$ cat src/rtl/cpu_run_pkg.sv
// Shared state and mode encodings for the CPU run/step controller.
package cpu_run_pkg;

    localparam logic [1:0] HALT  = 2'd0;
    localparam logic [1:0] RUN   = 2'd1;
    localparam logic [1:0] STEP  = 2'd2;
    localparam logic [1:0] BREAK = 2'd3;

    localparam logic [1:0] MODE_RUN  = 2'b00;
    localparam logic [1:0] MODE_SLOW = 2'b01;
    localparam logic [1:0] MODE_STEP = 2'b10;
    localparam logic [1:0] MODE_HALT = 2'b11;

    function automatic logic is_run_mode(input logic [1:0] mode);
        return (mode == MODE_RUN) || (mode == MODE_SLOW);
    endfunction

endpackage

$ cat src/rtl/cpu_run_ctrl_if.sv
// Board-input / CPU-status bundle for cpu_run_ctrl; slave is the controller side.
// Level signals only, no handshake: outputs are valid every cycle.
interface cpu_run_ctrl_if #(
    parameter int PC_W  = 32,
    parameter int CNT_W = 16
);

    logic              btn_step;
    logic [1:0]        mode_sel;
    logic [PC_W-1:0]   pc;
    logic              bp_en;
    logic [PC_W-1:0]   bp_addr;
    logic              cpu_ce;
    logic              halted;
    logic [1:0]        state;
    logic [CNT_W-1:0]  step_count;

    modport master (
        output btn_step, mode_sel, pc, bp_en, bp_addr,
        input  cpu_ce, halted, state, step_count
    );

    modport slave (
        input  btn_step, mode_sel, pc, bp_en, bp_addr,
        output cpu_ce, halted, state, step_count
    );

endinterface

$ cat src/rtl/btn_debounce.sv
// Push-button conditioner: 2-flop synchronizer, stable-level debounce, rising-edge pulse.
// Latency from a clean press to rise is 2+DEBOUNCE_CYCLES cycles; no backpressure.
module btn_debounce #(
    parameter int DEBOUNCE_CYCLES = 1000000
) (
    input  logic clk,
    input  logic rst,
    input  logic btn_in,
    output logic level,
    output logic rise
);

    localparam int              CW       = $clog2(DEBOUNCE_CYCLES + 1);
    localparam logic [CW-1:0]   CNT_LAST = CW'(DEBOUNCE_CYCLES - 1);

    logic          r_sync1;
    logic          r_sync2;
    logic          r_level;
    logic          r_rise;
    logic [CW-1:0] r_cnt;

    // rise is registered on the same edge as the level flip, so it is not delayed a cycle behind level
    always_ff @(posedge clk) begin
        if (rst) begin
            r_sync1 <= 1'b0;
            r_sync2 <= 1'b0;
            r_level <= 1'b0;
            r_rise  <= 1'b0;
            r_cnt   <= '0;
        end else begin
            r_sync1 <= btn_in;
            r_sync2 <= r_sync1;
            r_rise  <= 1'b0;
            if (r_sync2 == r_level) begin
                r_cnt <= '0;
            end else if (r_cnt == CNT_LAST) begin
                r_level <= r_sync2;
                r_rise  <= r_sync2;
                r_cnt   <= '0;
            end else begin
                r_cnt <= r_cnt + 1'b1;
            end
        end
    end

    assign level = r_level;
    assign rise  = r_rise;

endmodule

$ cat src/rtl/cpu_run_ctrl.sv
// Run/step controller producing the CPU clock-enable; PC breakpoint built only with CPU_RUN_BP_EN.
// cpu_ce is combinational from registered state (no extra latency); step presses in RUN/STEP are dropped.
module cpu_run_ctrl
    import cpu_run_pkg::*;
#(
    parameter int PC_W            = 32,
    parameter int DEBOUNCE_CYCLES = 1000000,
    parameter int RUN_DIV         = 50000000,
    parameter int CNT_W           = 16
) (
    input  logic          clk,
    input  logic          rst,
    cpu_run_ctrl_if.slave bus
);

    localparam int             DIV_W    = $clog2(RUN_DIV + 1);
    localparam logic [DIV_W-1:0] DIV_LAST = DIV_W'(RUN_DIV - 1);

    logic [1:0]        r_state;
    logic              r_halted;
    logic [DIV_W-1:0]  r_div;
    logic [CNT_W-1:0]  r_step_count;

    logic [1:0]        w_state_nxt;
    logic              w_step_req;
    logic              w_unused_level;
    logic              w_bp_hit;
    logic              w_tick;
    logic              w_cpu_ce;
    logic [PC_W-1:0]   w_pc;
    logic [PC_W-1:0]   w_bp_addr;

    assign w_pc      = bus.pc;
    assign w_bp_addr = bus.bp_addr;

    btn_debounce #(
        .DEBOUNCE_CYCLES (DEBOUNCE_CYCLES)
    ) u_btn (
        .clk    (clk),
        .rst    (rst),
        .btn_in (bus.btn_step),
        .level  (w_unused_level),
        .rise   (w_step_req)
    );

`ifdef CPU_RUN_BP_EN
    assign w_bp_hit = bus.bp_en & (w_pc == w_bp_addr);
`else
    logic w_unused_bp;
    assign w_unused_bp = ^{bus.bp_en, w_pc, w_bp_addr};
    assign w_bp_hit    = 1'b0;
`endif

    always_comb begin
        w_tick = 1'b0;
        case (bus.mode_sel)
            MODE_RUN:  w_tick = 1'b1;
            MODE_SLOW: w_tick = (r_div == DIV_LAST);
            default:   w_tick = 1'b0;
        endcase
    end

    // Reset gates the enable so the CPU never advances in a reset cycle
    assign w_cpu_ce = ~rst & (((r_state == RUN) & w_tick & ~w_bp_hit) | (r_state == STEP));

    always_comb begin
        w_state_nxt = r_state;
        case (r_state)
            HALT: begin
                if (is_run_mode(bus.mode_sel)) begin
                    w_state_nxt = RUN;
                end else if ((bus.mode_sel == MODE_STEP) && w_step_req) begin
                    w_state_nxt = STEP;
                end
            end
            RUN: begin
                if (!is_run_mode(bus.mode_sel)) begin
                    w_state_nxt = HALT;
                end else if (w_bp_hit) begin
                    w_state_nxt = BREAK;
                end
            end
            STEP: begin
                w_state_nxt = is_run_mode(bus.mode_sel) ? RUN : HALT;
            end
            BREAK: begin
                if (bus.mode_sel == MODE_HALT) begin
                    w_state_nxt = HALT;
                end else if (w_step_req) begin
                    w_state_nxt = STEP;
                end
            end
            default: w_state_nxt = HALT;
        endcase
    end

    always_ff @(posedge clk) begin
        if (rst) begin
            r_state      <= HALT;
            r_halted     <= 1'b1;
            r_div        <= '0;
            r_step_count <= '0;
        end else begin
            r_state  <= w_state_nxt;
            r_halted <= (w_state_nxt == HALT) | (w_state_nxt == BREAK);
            // Every entry into RUN restarts the slow-run period from zero
            if ((w_state_nxt == RUN) && (r_state != RUN)) begin
                r_div <= '0;
            end else if ((r_state == RUN) && (bus.mode_sel == MODE_SLOW)) begin
                r_div <= (r_div == DIV_LAST) ? '0 : r_div + 1'b1;
            end
            if (w_cpu_ce) begin
                r_step_count <= r_step_count + 1'b1;
            end
        end
    end

    assign bus.cpu_ce     = w_cpu_ce;
    assign bus.halted     = r_halted;
    assign bus.state      = r_state;
    assign bus.step_count = r_step_count;

endmodule

$ cat src/flat_wrapper.sv
// flat-port wrapper written by rule: the top's interface ports become plain ports
module cpu_run_ctrl_flat import cpu_run_pkg::*;
#(
    parameter int PC_W            = 32,
    parameter int DEBOUNCE_CYCLES = 1000000,
    parameter int RUN_DIV         = 50000000,
    parameter int CNT_W           = 16
)
  (clk, rst, bus_btn_step, bus_mode_sel, bus_pc, bus_bp_en, bus_bp_addr, bus_cpu_ce, bus_halted, bus_state, bus_step_count);
  cpu_run_ctrl_if #(.PC_W(PC_W), .CNT_W(CNT_W)) bus_i ();
  input  logic clk;
  input  logic rst;
  input wire logic [$bits(bus_i.btn_step)-1:0] bus_btn_step;
  input wire logic [$bits(bus_i.mode_sel)-1:0] bus_mode_sel;
  input wire logic [$bits(bus_i.pc)-1:0] bus_pc;
  input wire logic [$bits(bus_i.bp_en)-1:0] bus_bp_en;
  input wire logic [$bits(bus_i.bp_addr)-1:0] bus_bp_addr;
  output wire logic [$bits(bus_i.cpu_ce)-1:0] bus_cpu_ce;
  output wire logic [$bits(bus_i.halted)-1:0] bus_halted;
  output wire logic [$bits(bus_i.state)-1:0] bus_state;
  output wire logic [$bits(bus_i.step_count)-1:0] bus_step_count;
  assign bus_i.btn_step = bus_btn_step;
  assign bus_i.mode_sel = bus_mode_sel;
  assign bus_i.pc = bus_pc;
  assign bus_i.bp_en = bus_bp_en;
  assign bus_i.bp_addr = bus_bp_addr;
  assign bus_cpu_ce = bus_i.cpu_ce;
  assign bus_halted = bus_i.halted;
  assign bus_state = bus_i.state;
  assign bus_step_count = bus_i.step_count;
  cpu_run_ctrl #(.PC_W(PC_W), .DEBOUNCE_CYCLES(DEBOUNCE_CYCLES), .RUN_DIV(RUN_DIV), .CNT_W(CNT_W)) u_core (.clk(clk), .rst(rst), .bus(bus_i));
endmodule
$ cat config.mk
export PLATFORM = sky130hd
export DESIGN_NAME = cpu_run_ctrl_flat
export DESIGN_NICKNAME = d
export VERILOG_FILES = /design/src/rtl/cpu_run_pkg.sv /design/src/rtl/cpu_run_ctrl_if.sv /design/src/rtl/btn_debounce.sv /design/src/rtl/cpu_run_ctrl.sv /design/src/flat_wrapper.sv
export SDC_FILE = /design/constraint.sdc
export NUM_CORES = 1
export LEC_CHECK = 0
export CAP_MARGIN = 20
export CORE_UTILIZATION = 40
export DETAILED_ROUTE_END_ITERATION = 7
export HOLD_SLACK_MARGIN = 0.03
export PLACE_DENSITY = 0.78
export SYNTH_ARGS = -nofsm -noshare
export SYNTH_HDL_FRONTEND = slang
export SYNTH_SLANG_ARGS = --single-unit
$ cat constraint.sdc
create_clock -name clk -period 2.5 [get_ports clk]
set_input_delay 0.5 -clock clk [delete_from_list [all_inputs] [get_ports clk]]
set_output_delay 0.5 -clock clk [all_outputs]
set_load 0.05 [all_outputs]
# --- Word-level counts from Yosys, hierarchy flattened ---
# Cells that the tools add are included.
classes:
  n_addsub: 3
  eq_ne: 12
  mux: 9
  n_bitwise: 7
  reduce_logical: 11
ops:
  columns: ["cell", "count"]
  rows:
  - ["$add 26x1->26 const B", 1]
  - ["$eq 26x26->1 const B", 1]
  - ["$mux 26", 1]
  - ["$add 20x1->20 const B", 1]
  - ["$eq 20x20->1 const B", 1]
  - ["$add 16x1->16 const B", 1]
  - ["$eq 2x2->1 const B", 5]
  - ["$mux 2", 5]
  - ["$pmux 2 s4", 1]
  - ["$eq 2x1->1 const B", 3]
  - ["$logic_not 2->1", 3]
  - ["$reduce_or 3->1", 2]
  - ["$logic_and 1x1->1", 3]
  - ["$not 1->1", 3]
  - ["$and 1x1->1", 2]
  - ["$ne 2x1->1 const B", 1]
  - ["$or 1x1->1", 2]
  - ["$pmux 1 s2", 1]
  - ["$reduce_and 2->1", 1]
  - ["$reduce_or 2->1", 1]
  - ["$eq 1x1->1", 1]
  - ["$logic_or 1x1->1", 1]
  - ["$mux 1", 1]
totals:
  regBits: 69
  in_bits: 70
  word_cells: 51

# --- Logic depth before layout (Yosys ltp) ---
depth:
  depth_word: 8
  ltp_mapped: 9
  mapped_depth_nobuf: 8

# --- Modules after synthesis ---
# A second synthesis with hierarchy kept.
hier_totals:
  hier_cells: 371
  hier_area_um2: 3226.8
by_module_without_submodules:
  columns: ["mod", "instances", "cells_each", "area_each_um2", "seq_area_each_um2"]
  rows:
  - ["cpu_run_ctrl", 1, 256, 2139.6, 900.9]
  - ["btn_debounce", 1, 115, 1087.3, 480.5]

# --- Worst setup path after synthesis ---
# Ideal clock, no wire load.
synth_path:
  kind: "reg2out"
  start: "register u_core.r_state[0] (netlist: u_core.bus.state[0])"
  end: "output bus_cpu_ce"
  arrival_ps: 2293
  required_ps: 2000
  setup_slack_ps: -293
  path_stages_with_launch: 7
  cell_sequence: "dfxtp_1 nor3b_2 nand4_1 o21a_1 clkbuf_1 buf_2 nor2_1"
synth_via:
  elab_chain_len: 4
  elab_cells_between_ends: 5
synth_rtl:
  columns: ["item", "line", "source"]
  rows:
  - ["start: declaration", "cpu_run_ctrl.sv:19", "logic [1:0] r_state;"]
  - ["start signal: assignment", "cpu_run_ctrl.sv:104", "r_state <= w_state_nxt;"]
  - ["$eq 2x1->1", "cpu_run_ctrl.sv:64", "assign w_cpu_ce = ~rst & (((r_state == RUN) & w_tick & ~w_bp_hit) | (r_state == STEP));"]
  - ["$and 1x1->1", "cpu_run_ctrl.sv:64", null]
  - ["$or 1x1->1 (*)", "cpu_run_ctrl.sv:64", null]
  - ["$and 1x1->1 (*)", "cpu_run_ctrl.sv:64", null]
  - ["end: declaration", "flat_wrapper.sv:18", "output wire logic [$bits(bus_i.cpu_ce)-1:0] bus_cpu_ce;"]
# Mark *: on every way between the ends. The rest lies on a longest branch, timed or not.

# --- Worst setup path after layout ---
layout_path:
  start: "register u_core.r_div[1]"
  end: "output bus_cpu_ce"
layout_via:
  elab_chain_len: 5
layout_rtl:
  columns: ["item", "line", "source"]
  rows:
  - ["start: declaration", "cpu_run_ctrl.sv:21", "logic [DIV_W-1:0] r_div;"]
  - ["start signal: assignment", "cpu_run_ctrl.sv:110", "r_div <= (r_div == DIV_LAST) ? '0 : r_div + 1'b1;"]
  - ["$eq 26x26->1", "cpu_run_ctrl.sv:58", "MODE_SLOW: w_tick = (r_div == DIV_LAST);"]
  - ["$pmux 1 s2", "cpu_run_ctrl.sv:56", "case (bus.mode_sel)"]
  - ["$and 1x1->1", "cpu_run_ctrl.sv:64", null]
  - ["$or 1x1->1", "cpu_run_ctrl.sv:64", null]
  - ["$and 1x1->1", "cpu_run_ctrl.sv:64", null]
# Every way passes these cells.

==> metrics.txt <==
clock-pin slew on the worst setup and hold paths 0.07 ns; Post-Place Cells 475; Cell Area, Synth 3109 um2; Clock Latency Late Sink 0.34 ns; crit path kind reg -> out; Final Skew 0.006881 ns; Int Power 1.493 mW; CORE AREA 7370 um2; top cell type's share of synthesized area 44.43%; R2R Path Start u_core.r_div[1]; CTS max path bufs 2; combinational share of power 3.9%; Nets 469; register area share after synthesis 44.43%; post-route cell area 3791 um2; drt pass-1 iters 5; Final GP Congestion 0.7610; Syn. warnings 0; #FFs+latches synth 69; Peak VDD IR 0.0003080 V; Tmin final 2.437 ns; Clock power frac 39.1%; antenna violations before repair 0; # diodes 0; number of max-cap violations 0; Avg Cell Area, Syn 8.709 um2; crit start category register; Setup WS pre-CTS 0.05549 ns; critical path fanouts, max 7; leading area contributor after synthesis dfxtp_1; Placement Cell Area 3520 um2; largest net degree at the start of global routing 32; FP Rows 31; first-pass GRT wire length 10,810 um; Avg WL per Cell 13.34 um; DR iter-0 viols 102; crit end category primary output; Syn Nets 431; Num CTS Buffers 9; root buf cell clkbuf_8; LEAKAGE 1.305 nW; flop2flop setup slack 0.29 ns; hold path cells 1; P_sw 446.5 uW; worst setup margin 0.06321 ns; area occupied by multi-input gates 1678 um2; drt drc 0; capturing point of the worst reg2reg path u_core.bus.step_count[11]; Synth cell types 36; Tightest Hold Check Type reg -> reg; CTS hold repair buffers 0; Hold Path Sink u_core.u_btn.r_cnt[0]; Crit. Startpoint u_core.r_div[1]; Boundary Pins 90; CTS tree built; Pwr Density 511.7 nW/um2; IO Port Bufs 24; hold_sp u_core.u_btn.r_cnt[0]; Req. time, crit path 2.00 ns; area grow syn2layout 21.93%; endpoints failing setup 0; Worst-Margin Slew 0.7265 ns; Post-DRT Antenna Nets 0; final std cells w/o fill 499; Core Util, Final 51.44%; Fmax 410.4 MHz; share of layout cells above drive strength 1 10.50%; Reg power frac 57.0%; final hold vios 0; H-tree depth 3; GRT Total Usage 16.27%; die outline width 90.17 um; sw frac 23.02%; vias in the first global route 2,469; Detailed Route WL 6656 um; post-detail-place hpwl 4288 um; via count 2,678; synth top area cells dfxtp_1 44%, xor2_1 9.3%, nor2_1 7.1%; Critical Path AT 1.94 ns; Starting Density 42.19%; Synth Instances 357; cells on worst reg2reg path 8; outcome finished clean; Period Utilization, post-route 97.47%; die area 8130 um2; via density per instance 5.367; pins over their slew limit 0; Overflow after GRT 0; height of the die 90.17 um; # clock sinks 69; Rel. slew slack 51.19%; sequential standard cell area 1390 um2; fillers 702
## area by class of cell
cell class	count	share of cell area, %
clock buffers	14	3.762
clock inverters	2	0.2640
inverters	3	0.2970
multi-input cells	269	44.26
flip-flops and latches	69	36.67
well taps	99	3.267
repair buffers	43	11.49
## worst max path at each step
stage                       to  slack (ns)  cells after the start
detailed placement  bus_cpu_ce        0.06                      7
global route        bus_cpu_ce       -0.01                      7
CTS                 bus_cpu_ce        0.04                      7
floorplan           bus_cpu_ce        0.14                      6
finish              bus_cpu_ce        0.06                      7
global placement    bus_cpu_ce        0.07                      7
## worst max-delay path, stage by stage, from the launching register on
cell	delay, ns
dfxtp_4	0.37
ha_4	0.14
and4bb_2	0.23
nand4_1	0.17
o21a_4	0.27
buf_12	0.14
nor2_4	0.12
buf_12	0.15
## flip-flops by register name, indices dropped and copies added (netlist names)
| name | count |
|---|---|
| u_core.r_div | 26 |
| u_core.u_btn.r_cnt | 20 |
| u_core.bus.step_count | 16 |
| u_core.bus.state | 2 |
| u_core.bus.halted | 1 |
| u_core.u_btn.level | 1 |
| u_core.u_btn.r_sync1 | 1 |
| u_core.u_btn.r_sync2 | 1 |
| u_core.u_btn.rise | 1 |
## cells by family (layout without fill, tap and decap cells)
family                     count (synthesis)  in the layout  share of synthesized area (%)
and+or+nand+nor                          180            180                          30.99
DFF                                       69             69                          44.43
xor gates and xnor gates                  43             43                          12.11
AOI/OAI and AO/OA                         39             39                          7.123
buffers and inverters                     19             62                          2.777
adders and majority gates                  4              4                          1.610
muxes                                      3              3                         0.9658
## through the flow
step / setup TNS, ns / hold WS, ns / power, mW
global placement: 0 / 0.4227 / 1.200
floorplan: 0 / 0.4138 / 1.172
global route: -0.01419 / 0.4818 / 2.009
CTS: 0 / 0.4523 / 1.949
finish: 0 / 0.4472 / 1.940
detailed placement: 0 / 0.4255 / 1.201
## what timing repair did
item | in CTS | in global routing
cloned | 0 | 1
pin swaps | 1 | 5
setup endpoints to repair | 1 | 1
buffers inserted | 0 | 7
resized for setup | 4 | 7
## routing by layer
metal | part of all wire (%) | global-route usage, % | vias up
li1 | - | - | 1335
met3 | 4.7 | 5.415 | 11
met4 | 1.5 | 5.645 | 0
met2 | 47 | 27.48 | 53
met1 | 47 | 19.21 | 1279
met5 | 0 | 0 | -
## synth_stat cells
library cell  instances
a21o_1                2
a21oi_1              18
a31oi_1               1
and2_1                3
and3_1               14
and4_1                6
and4b_1               1
and4bb_2              2
buf_2                 3
buf_4                 1
buf_6                 1
clkbuf_1             11
dfxtp_1              69
ha_1                  4
inv_1                 3
mux2i_1               3
nand2_1              19
nand2b_1              1
nand3_1              26
nand4_1              18
nor2_1               59
nor2b_1               4
nor3_1                3
nor3b_2               1
nor4b_1               3
nor4b_2               1
nor4bb_1              1
o21a_1                2
o21ai_0              10
o31ai_1               6
or2_2                 1
or3_1                10
or4_1                 6
or4b_1                1
xnor2_1              10
xor2_1               33
## placed cells by master (no fill, tap or decap), drive strengths merged, types with 14 or more instances in the layout
| master | count |
|---|---|
| buf | 19 |
| clkbuf | 15 |
| nand4 | 18 |
| dfxtp | 69 |
| nor2 | 59 |
| nand3 | 26 |
| xor2 | 33 |
| and3 | 14 |
| a21oi | 18 |
| nand2 | 19 |
| clkdlybuf4s50 | 22 |
## power by group through the flow
stage / Clock (mW) / Sequential, mW / Combinational (mW)
global route: 0.821 / 1.11 / 0.0823
detailed placement: 0 / 1.13 / 0.0684
CTS: 0.772 / 1.11 / 0.0694
finish: 0.758 / 1.11 / 0.0759
global placement: 0 / 1.13 / 0.0669
floorplan: 0 / 1.14 / 0.0316
Note: power is estimated with default switching activity, not from simulation.
